==> config.mk <==
export PLATFORM = sky130hd
export DESIGN_NAME = lsu_mem_stage
export DESIGN_NICKNAME = d
export VERILOG_FILES = /design/src/rtl/lsu_mem_stage.sv
export SDC_FILE = /design/constraint.sdc
export NUM_CORES = 1
export LEC_CHECK = 0
export CORE_ASPECT_RATIO = 1.75
export CORE_MARGIN = 5
export CORE_UTILIZATION = 47
export DETAILED_ROUTE_END_ITERATION = 16
export PLACE_DENSITY = 0.86
export SYNTH_ARGS = -nofsm -noshare
export SYNTH_HDL_FRONTEND = slang
export SYNTH_SLANG_ARGS = --single-unit
==> constraint.sdc <==
create_clock -name clk -period 5.9 [get_ports clk]
set_input_delay 1.18 -clock clk [delete_from_list [all_inputs] [get_ports clk]]
set_output_delay 1.18 -clock clk [all_outputs]
set_load 0.01 [all_outputs]
==> src/rtl/lsu_mem_stage.sv <==
`default_nettype none
// ============================================================================
// Module   : lsu_mem_stage
// Purpose  : RV32I memory-stage load/store unit. Accepts one load or store
//            from execute, drives a word-aligned data-memory port with byte
//            masks, waits for the response, then aligns and extends the
//            load data into a single-cycle writeback result. Misaligned
//            accesses and illegal funct3 values skip memory and report
//            resp_err instead.
// Ports    : clk, rst (sync, active-high)
//            req_*  : execute request (valid/ready, is_store, funct3,
//                     addr, wdata, rd)
//            dmem_* : word address, read/write byte masks, lane-shifted
//                     write data, read data and one-cycle response pulse
//            resp_* : one-cycle writeback pulse (we, rd, data, err)
// Revision : 1.0 - initial release
// ============================================================================
module lsu_mem_stage (
  input  logic        clk,
  input  logic        rst,
  input  logic        req_valid,
  output logic        req_ready,
  input  logic        req_is_store,
  input  logic [2:0]  req_funct3,
  input  logic [31:0] req_addr,
  input  logic [31:0] req_wdata,
  input  logic [4:0]  req_rd,
  output logic [31:0] dmem_addr,
  output logic [3:0]  dmem_rmask,
  output logic [3:0]  dmem_wmask,
  output logic [31:0] dmem_wdata,
  input  logic [31:0] dmem_rdata,
  input  logic        dmem_resp,
  output logic        resp_valid,
  output logic        resp_we,
  output logic [4:0]  resp_rd,
  output logic [31:0] resp_data,
  output logic        resp_err
);

  localparam logic [1:0] ST_IDLE = 2'd0;
  localparam logic [1:0] ST_WAIT = 2'd1;
  localparam logic [1:0] ST_RESP = 2'd2;

  logic [1:0]  state_q, state_d;
  logic        is_store_q, is_store_d;
  logic [2:0]  funct3_q, funct3_d;
  logic [1:0]  off_q, off_d;
  logic [4:0]  rd_q, rd_d;
  logic [31:0] dmem_addr_q, dmem_addr_d;
  logic [3:0]  dmem_rmask_q, dmem_rmask_d;
  logic [3:0]  dmem_wmask_q, dmem_wmask_d;
  logic [31:0] dmem_wdata_q, dmem_wdata_d;
  logic        resp_valid_q, resp_valid_d;
  logic        resp_we_q, resp_we_d;
  logic [4:0]  resp_rd_q, resp_rd_d;
  logic [31:0] resp_data_q, resp_data_d;
  logic        resp_err_q, resp_err_d;

  // Request decode (only consumed while IDLE)
  logic [1:0] w_off;
  logic       w_f3_legal;
  logic       w_misaligned;
  logic       w_req_ok;
  logic [3:0] w_mask;

  assign w_off = req_addr[1:0];

  always_comb begin
    w_f3_legal   = 1'b0;
    w_misaligned = 1'b0;
    w_mask       = 4'b0000;
    if (req_is_store) begin
      w_f3_legal = (req_funct3 == 3'b000) || (req_funct3 == 3'b001) ||
                   (req_funct3 == 3'b010);
    end else begin
      w_f3_legal = (req_funct3 != 3'b011) && (req_funct3 != 3'b110) &&
                   (req_funct3 != 3'b111);
    end
    // funct3[1:0] encodes the access size for both loads and stores
    case (req_funct3[1:0])
      2'b00: w_mask = 4'b0001 << w_off;
      2'b01: begin
        w_mask       = 4'b0011 << w_off;
        w_misaligned = w_off[0];
      end
      2'b10: begin
        w_mask       = 4'b1111;
        w_misaligned = (w_off != 2'b00);
      end
      default: w_mask = 4'b0000;
    endcase
  end

  assign w_req_ok = w_f3_legal && !w_misaligned;

  // Shift the returned word down to lane 0 and extend per load type
  function automatic logic [31:0] load_extend(input logic [31:0] word,
                                               input logic [1:0]  off,
                                               input logic [2:0]  f3);
    logic [31:0] s;
    s = word >> {off, 3'b000};
    case (f3)
      3'b000:  load_extend = {{24{s[7]}}, s[7:0]};
      3'b100:  load_extend = {24'd0, s[7:0]};
      3'b001:  load_extend = {{16{s[15]}}, s[15:0]};
      3'b101:  load_extend = {16'd0, s[15:0]};
      3'b010:  load_extend = s;
      default: load_extend = 32'd0;
    endcase
  endfunction

  // State and output registers
  always_ff @(posedge clk) begin
    if (rst) begin
      state_q      <= ST_IDLE;
      is_store_q   <= 1'b0;
      funct3_q     <= 3'd0;
      off_q        <= 2'd0;
      rd_q         <= 5'd0;
      dmem_addr_q  <= 32'd0;
      dmem_rmask_q <= 4'd0;
      dmem_wmask_q <= 4'd0;
      dmem_wdata_q <= 32'd0;
      resp_valid_q <= 1'b0;
      resp_we_q    <= 1'b0;
      resp_rd_q    <= 5'd0;
      resp_data_q  <= 32'd0;
      resp_err_q   <= 1'b0;
    end else begin
      state_q      <= state_d;
      is_store_q   <= is_store_d;
      funct3_q     <= funct3_d;
      off_q        <= off_d;
      rd_q         <= rd_d;
      dmem_addr_q  <= dmem_addr_d;
      dmem_rmask_q <= dmem_rmask_d;
      dmem_wmask_q <= dmem_wmask_d;
      dmem_wdata_q <= dmem_wdata_d;
      resp_valid_q <= resp_valid_d;
      resp_we_q    <= resp_we_d;
      resp_rd_q    <= resp_rd_d;
      resp_data_q  <= resp_data_d;
      resp_err_q   <= resp_err_d;
    end
  end

  // Next-state logic
  always_comb begin
    state_d = state_q;
    case (state_q)
      ST_IDLE: if (req_valid) state_d = w_req_ok ? ST_WAIT : ST_RESP;
      ST_WAIT: if (dmem_resp) state_d = ST_RESP;
      ST_RESP: state_d = ST_IDLE;
      default: state_d = ST_IDLE;
    endcase
  end

  // Output / datapath next values; resp_* default to zero so they only
  // carry information during the one-cycle pulse.
  always_comb begin
    is_store_d   = is_store_q;
    funct3_d     = funct3_q;
    off_d        = off_q;
    rd_d         = rd_q;
    dmem_addr_d  = dmem_addr_q;
    dmem_rmask_d = dmem_rmask_q;
    dmem_wmask_d = dmem_wmask_q;
    dmem_wdata_d = dmem_wdata_q;
    resp_valid_d = 1'b0;
    resp_we_d    = 1'b0;
    resp_rd_d    = 5'd0;
    resp_data_d  = 32'd0;
    resp_err_d   = 1'b0;
    case (state_q)
      ST_IDLE: begin
        if (req_valid) begin
          is_store_d = req_is_store;
          funct3_d   = req_funct3;
          off_d      = w_off;
          rd_d       = req_rd;
          if (w_req_ok) begin
            dmem_addr_d  = {req_addr[31:2], 2'b00};
            dmem_rmask_d = req_is_store ? 4'b0000 : w_mask;
            dmem_wmask_d = req_is_store ? w_mask : 4'b0000;
            dmem_wdata_d = req_wdata << {w_off, 3'b000};
          end else begin
            // Errored request: no memory access, straight to result
            resp_valid_d = 1'b1;
            resp_err_d   = 1'b1;
            resp_rd_d    = req_rd;
          end
        end
      end
      ST_WAIT: begin
        if (dmem_resp) begin
          dmem_rmask_d = 4'b0000;
          dmem_wmask_d = 4'b0000;
          resp_valid_d = 1'b1;
          resp_rd_d    = rd_q;
          resp_we_d    = !is_store_q && (rd_q != 5'd0);
          resp_data_d  = is_store_q ? 32'd0
                                    : load_extend(dmem_rdata, off_q, funct3_q);
        end
      end
      default: begin
        dmem_rmask_d = 4'b0000;
        dmem_wmask_d = 4'b0000;
      end
    endcase
  end

  assign req_ready  = (state_q == ST_IDLE);
  assign dmem_addr  = dmem_addr_q;
  assign dmem_rmask = dmem_rmask_q;
  assign dmem_wmask = dmem_wmask_q;
  assign dmem_wdata = dmem_wdata_q;
  assign resp_valid = resp_valid_q;
  assign resp_we    = resp_we_q;
  assign resp_rd    = resp_rd_q;
  assign resp_data  = resp_data_q;
  assign resp_err   = resp_err_q;

endmodule
`default_nettype wire

==> flow_metrics.py, run 1 <==
metrics = {
    "place": {
        "port-buffer-count": 219,
        "place_hpwl_mm": 13.3,
        "preCtsSetupSlack_ns": 1.50,
        "gp_routability_congestion": 0.889,
    },
    "clock_tree": {
        "clkTransAtPathRegs_ns": 0.06,
        "tritoncts.num_buffers": 17,
        "clk-insertion-delay-late_ns": 0.41,
        "post_cts.repair.setup_buffers": 0,
        "clockBufferDepth": 2,
        "cts.root.buffer_cell": "sky130_fd_sc_hd__clkbuf_16",
        "tritoncts": "built",
        "tritoncts_num_sinks": 123,
        "post_cts.resized_instances": 0,
        "holdBufCountCts": 0,
        "clock_tree.htree_level_count": 4,
    },
    "die": {
        "floorplan.die.height_um": 154,
        "floorplan.rows": 52,
        "top_level_ports": 222,
        "initial_utilization": 0.479,
        "core_region_area_um2": 11600,
        "total_die_area_um2": 14200,
        "die_extent_in_x_um": 92.1,
    },
    "logic_synthesis": {
        "mean_cell_area_of_the_mapped_netlist_um2": 8.51,
        "yosys_most_used_dff": "sky130_fd_sc_hd__dfxtp_1",
        "post_synth_instance_area_um2": 5550,
        "ys_types": 45,
        "synthCells": 652,
        "synthArstFlopShare": 0,
        "ys_seq_elements": 123,
        "synth_enable_flop_cells": 0,
        "synth-warning-count": 0,
        "synth-seq-area-share": 0.444,
    },
    "worst_setup_path": {
        "timing.critical_path.to": "dmem_wdata[0]",
        "crit_arrival_ns": 4.24,
        "endpoint_kind": "flop",
        "critical_path_class": "in -> reg",
        "critPathLaunchType": "input port",
        "crit_path_launch": "req_funct3[1]",
        "timing.reg2reg.worst_path_depth": 5,
        "path_max_fanout": 63,
        "r2r-end": "dmem_wdata[0]",
        "crit-reg2reg-launch": "state_q[0]",
        "timing.critical_path.required_ns": 6.14,
        "reg2reg_setup_slack_ns": 3.17,
    },
    "drt": {
        "wl_per_cell_um": 18.9,
        "route.detailed.vias_per_inst": 5.79,
        "drt_first_pass_iters": 5,
        "route.detailed.drc": 0,
        "route.vias.total": 5725,
        "routed_wirelength_mm": 18.7,
        "drt.antenna.violating_nets": 0,
        "drt-initial-drc-count": 363,
    },
    "sta": {
        "post-route-min-period_ns": 4.00,
        "slew-limit-headroom": 0.101,
        "min_period_over_period": 0.678,
        "finalHoldViolations": 0,
        "worstMarginPinSlew_ns": 1.34,
        "layout_setup_ws_ns": 1.90,
        "grt_setup_unrepaired": "false",
        "finalClockSkew_ns": 0.00913,
        "worst_hold_slack_ns": 0.455,
        "timing.fmax_mhz": 250,
        "setup-violations-final": 0,
        "fin_setup_tns_ns": 0,
        "slew_viol_final": 0,
    },
    "global_routing": {
        "antenna_violations_before_repair": 0,
        "maximum_number_of_pins_on_one_net_before_global_route_repair": 72,
        "grt_pass1_wl_mm": 29.0,
        "globalRouteOverflowTotal": 0,
        "total_track_usage": 0.256,
        "via_count_of_the_first_global_routing_pass": 5666,
    },
    "power_and_ir_drop": {
        "power.density_nw_per_um2": 288,
        "power_leakage_nw": 3.03,
        "max-vdd-ir-drop_mv": 0.234,
    },
    "finish": {
        "fillCellCount": 861,
        "antenna-diode-count": 0,
        "design.final.nets": 953,
        "drive_gt1_frac": 0.0692,
        "syn_to_final_growth_pct": 50.1,
    },
    "status": {
        "outcome": "finished, final reports clean",
    },
    "run": {
        "drv.max_cap_violation_count": 0,
    },
    "hold_path": {
        "hold_class": "reg -> reg",
    },
}
==> routing by layer <==
layer	track usage	wire, um	vias up	share of wire
li1	-	-	2688	-
met1	0.267	6520	2686	0.35
met2	0.474	10100	300	0.54
met3	0.0694	1480	51	0.079
met4	0.106	567	0	0.030
met5	0	0	-	0
==> cell usage after synthesis (all sizes together), types with 5 or more instances <==
master,n,area (um2)
nand4,9,62.6
nand2b,5,31.3
nor2,30,113
nand3,41,205
nand2,73,274
dfxtp,123,2460
clkbuf,29,109
o21bai,6,45.0
and2,8,50.1
mux2i,59,591
o21ai,65,325
or4,9,67.6
mux2,10,113
a211oi,15,113
a21oi,106,531
buf,29,160
==> worst max-delay path, stage by stage <==
cell and delay (ns):
sky130_fd_sc_hd__clkdlybuf4s50_1 0.65, sky130_fd_sc_hd__inv_1 0.11, sky130_fd_sc_hd__ha_1 0.24, sky130_fd_sc_hd__o21a_1 0.22, sky130_fd_sc_hd__o21a_2 0.55, sky130_fd_sc_hd__nor2_1 1.04, sky130_fd_sc_hd__o21ai_0 0.23
==> how the worst min path moves through the flow <==
stage	start	slack, ns	to	depth (start not counted)
floorplan	is_store_q	0.44	is_store_q	2
global placement	dmem_wdata[5]	0.45	dmem_wdata[5]	2
detailed placement	is_store_q	0.45	is_store_q	2
CTS	is_store_q	0.46	is_store_q	2
global route	is_store_q	0.48	is_store_q	2
finish	is_store_q	0.46	is_store_q	2
==> metrics by stage <==
step	utilization	power [mW]	cells	cell area [um2]
floorplan	-	1.12	653	5550
global placement	0.665	1.30	956	7700
detailed placement	0.665	1.31	956	7700
CTS	0.719	2.41	988	8330
global route	0.719	2.48	988	8330
finish	0.719	2.40	988	8330
==> cells by family after synthesis <==
family          after synthesis  share of synthesized area
mux                          69                      0.127
fa+ha+maj                     4                    0.00902
buf+inv                      62                     0.0512
simple gates                192                      0.171
flops                       123                      0.444
compound gates              201                      0.198
other cells                   1                   0.000676
==> registers in the layout (all words and copies together) (netlist names), 2 cells and up <==
register    flops
dmem_wdata     32
state_q         2
dmem_addr      30
dmem_wmask      4
rd_q            5
dmem_rmask      4
off_q           2
funct3_q        3
resp_rd         5
resp_data      32
==> layout by cell type, fill, tap and decap left out, types with 6 or more instances in the layout <==
cell type | Yosys | routed
sky130_fd_sc_hd__nor2_1 | 30 | 30
sky130_fd_sc_hd__o21bai_1 | 6 | 6
sky130_fd_sc_hd__dfxtp_1 | 123 | 123
sky130_fd_sc_hd__o21ai_0 | 57 | 57
sky130_fd_sc_hd__clkdlybuf4s50_1 | 0 | 217
sky130_fd_sc_hd__nand2_1 | 73 | 73
sky130_fd_sc_hd__mux2i_1 | 59 | 59
sky130_fd_sc_hd__a211oi_1 | 15 | 15
sky130_fd_sc_hd__nand4_1 | 8 | 8
sky130_fd_sc_hd__or4_1 | 9 | 9
sky130_fd_sc_hd__a21oi_1 | 106 | 106
sky130_fd_sc_hd__clkbuf_16 | 0 | 17
sky130_fd_sc_hd__and2_1 | 8 | 8
sky130_fd_sc_hd__mux2_2 | 9 | 9
sky130_fd_sc_hd__buf_4 | 2 | 7
sky130_fd_sc_hd__o21ai_1 | 8 | 7
sky130_fd_sc_hd__nand3_1 | 41 | 41
==> power by group <==
group	leakage (nW)	switching, mW	internal (mW)
Combinational	1.72	0.210	0.196
Sequential	0.999	0.0267	0.870
Clock	0.310	0.369	0.726
Total	3.03	0.606	1.79
==> cell type report <==
class | instances | area [um2] | share of cell area
clock buffers | 20 | 457 | 0.0549
clock inverters | 12 | 170 | 0.0204
inverters | 4 | 15.0 | 0.00180
multi-input cells | 468 | 2820 | 0.338
flip-flops and latches | 123 | 2460 | 0.296
well taps | 135 | 169 | 0.0203
repair buffers | 226 | 2230 | 0.268
(Power assumes the default switching activity.)
==> run 2, diff against run 1 <==
--- a/config.mk
+++ b/config.mk
@@ -7,9 +7,9 @@
 export LEC_CHECK = 0
 export CORE_ASPECT_RATIO = 1.75
 export CORE_MARGIN = 5
-export CORE_UTILIZATION = 47
+export CORE_UTILIZATION = 44
 export DETAILED_ROUTE_END_ITERATION = 16
-export PLACE_DENSITY = 0.86
+export PLACE_DENSITY = 0.81
 export SYNTH_ARGS = -nofsm -noshare
 export SYNTH_HDL_FRONTEND = slang
 export SYNTH_SLANG_ARGS = --single-unit
==> constraint.sdc (replaced) <==
create_clock -name clk -period 4.17 [get_ports clk]
set_input_delay 0.834 -clock clk [delete_from_list [all_inputs] [get_ports clk]]
set_output_delay 0.834 -clock clk [all_outputs]
set_load 0.01 [all_outputs]
==> run 2 against run 1 <==
- combinational power increased by 41%
- core utilization decreased by 4.8 points
- critical path type unchanged
- routed wire length increased by 0.40%
- hold slack improved by 0.0025 ns
- flip-flop and latch count unchanged
- non-clock buffer count increased by 1
- highest routed layer unchanged
- global-route usage decreased by 0.75 points
- register-to-register slack got worse by 1.6 ns
==> flow_metrics.py, run 2 (synthesis gave the netlist of run 1 again) <==
metrics = {
    "place": {
        "standard_cell_area_after_detailed_placement_um2": 7750,
        "place_hpwl_mm": 13.4,
        "port-buffer-count": 219,
        "placed_cells_incl_taps": 990,
        "gp_routability_congestion": 0.904,
        "preCtsSetupSlack_ns": 0.348,
    },
    "power_and_ir_drop": {
        "power_leakage_nw": 3.01,
        "max-vdd-ir-drop_mv": 0.288,
        "post-layout-total-power_mw": 3.30,
        "power.density_nw_per_um2": 396,
    },
    "clock_tree": {
        "clock_tree.htree_level_count": 4,
        "post_cts.resized_instances": 0,
        "clk-insertion-delay-late_ns": 0.42,
        "holdBufCountCts": 0,
        "post_cts.repair.setup_buffers": 0,
        "tritoncts_num_sinks": 123,
        "tritoncts.num_buffers": 17,
        "tritoncts": "built",
        "cts.root.buffer_cell": "sky130_fd_sc_hd__clkbuf_16",
        "clockBufferDepth": 2,
        "clkTransAtPathRegs_ns": 0.06,
    },
    "worst_setup_path": {
        "crit_path_top_delay_cell": "sky130_fd_sc_hd__nor2_1",
        "crit_arrival_ns": 3.75,
        "worst_path_largest_cell_delay_ns": 0.89,
        "critical_path_class": "in -> reg",
        "timing.critical_path.max_delay_family": "compound AO/OA/AOI/OAI gates",
        "timing.critical_path.required_ns": 4.39,
        "critical_path.cell_chain": "clkdlybuf4s50_1, inv_1, ha_1, o21a_1, o21a_2, nor2_1, o21ai_0",
        "path_max_fanout": 25,
        "endpoint_kind": "flop",
        "critPathLaunchType": "input port",
        "wp_buf_inv": 2,
    },
    "sta": {
        "post-route-min-period_ns": 3.53,
        "worst_hold_slack_ns": 0.458,
        "worstMarginPinSlew_ns": 1.30,
        "timing.fmax_mhz": 283,
        "finalClockSkew_ns": 0.00586,
        "slew-limit-headroom": 0.128,
        "finalHoldViolations": 0,
        "min_period_over_period": 0.846,
        "layout_setup_ws_ns": 0.641,
        "fin_setup_tns_ns": 0,
        "grt_setup_unrepaired": "false",
        "slew_viol_final": 0,
        "setup-violations-final": 0,
    },
    "die": {
        "top_level_ports": 222,
        "total_die_area_um2": 15000,
        "core_region_area_um2": 12400,
        "floorplan.die.height_um": 159,
        "die_extent_in_x_um": 94.9,
        "initial_utilization": 0.446,
        "floorplan.rows": 54,
    },
    "run": {
        "drv.max_cap_violation_count": 0,
    },
    "finish": {
        "antenna-diode-count": 0,
        "drive_gt1_frac": 0.0714,
        "final_area_um2": 8340,
        "design.final.nets": 954,
        "fillCellCount": 1041,
        "postLayoutCoreUtil": 0.671,
        "syn_to_final_growth_pct": 50.4,
        "layout.cells.most_common_list": "sky130_fd_sc_hd__clkdlybuf4s50_1, sky130_fd_sc_hd__dfxtp_1, sky130_fd_sc_hd__a21oi_1, sky130_fd_sc_hd__nand2_1, sky130_fd_sc_hd__mux2i_1",
        "layoutNonFillerInstCount": 1022,
        "leading_cell_type_in_the_layout_fill_and_taps_excluded": "sky130_fd_sc_hd__clkdlybuf4s50_1",
    },
    "drt": {
        "route.vias.total": 5757,
        "wl_per_cell_um": 18.4,
        "drt-initial-drc-count": 355,
        "route.detailed.vias_per_inst": 5.63,
        "routed_wirelength_mm": 18.8,
        "drt_first_pass_iters": 8,
        "drt.antenna.violating_nets": 0,
        "route.detailed.drc": 0,
    },
    "global_routing": {
        "total_track_usage": 0.248,
        "grt_pass1_wl_mm": 29.1,
        "antenna_violations_before_repair": 0,
        "via_count_of_the_first_global_routing_pass": 5856,
        "maximum_number_of_pins_on_one_net_before_global_route_repair": 61,
        "globalRouteOverflowTotal": 0,
    },
    "hold_path": {
        "hold_class": "reg -> reg",
    },
    "status": {
        "outcome": "finished, final reports clean",
    },
}
## run 2: cell types whose count changed in the layout (fill, tap and decap cells not counted), sizes merged
cell      before  now
inv            3    5
bufinv         4    2
clkinv         8    5
buf            9   10
clkinvlp       1    5
clkbuf        20   19
## run 2: power by group
part	switching (mW)	internal [mW]
clock network	0.547	0.913
logic	0.295	0.278
registers	0.0399	1.23
## run 2: layout make-up
| type | instances | area, um2 | area share |
|---|---|---|---|
| flip-flops and latches | 123 | 2460 | 0.295 |
| multi-input cells | 468 | 2820 | 0.338 |
| clock buffers | 19 | 453 | 0.0543 |
| repair buffers | 227 | 2240 | 0.269 |
| inverters | 4 | 15.0 | 0.00180 |
| clock inverters | 13 | 143 | 0.0171 |
| well taps | 168 | 210 | 0.0252 |
## run 2: worst paths after layout
kind	startpoint	to	slack (ns)	cells past startpoint
max	req_funct3[1]	dmem_wdata[6]	0.64	7
min	dmem_rmask[0]	dmem_rmask[0]	0.46	2
max reg2reg	off_q[0]	resp_data[19]	1.54	4
min reg2reg	dmem_rmask[0]	dmem_rmask[0]	0.46	2
## run 2: per-layer routing
metal	track usage	routed length (um)	up-vias	share of wire
met2	0.437	9690	345	0.52
met3	0.0704	1600	59	0.085
met4	0.128	805	0	0.043
met1	0.266	6670	2649	0.36
li1	-	-	2704	-
met5	0	0	-	0
## run 2: worst register-to-register path, stage by stage, from the launching register on
cell	delay, ns
sky130_fd_sc_hd__dfxtp_1	0.84
sky130_fd_sc_hd__mux2_2	0.44
sky130_fd_sc_hd__or3_1	0.32
sky130_fd_sc_hd__o211ai_1	0.57
sky130_fd_sc_hd__a21oi_1	0.24
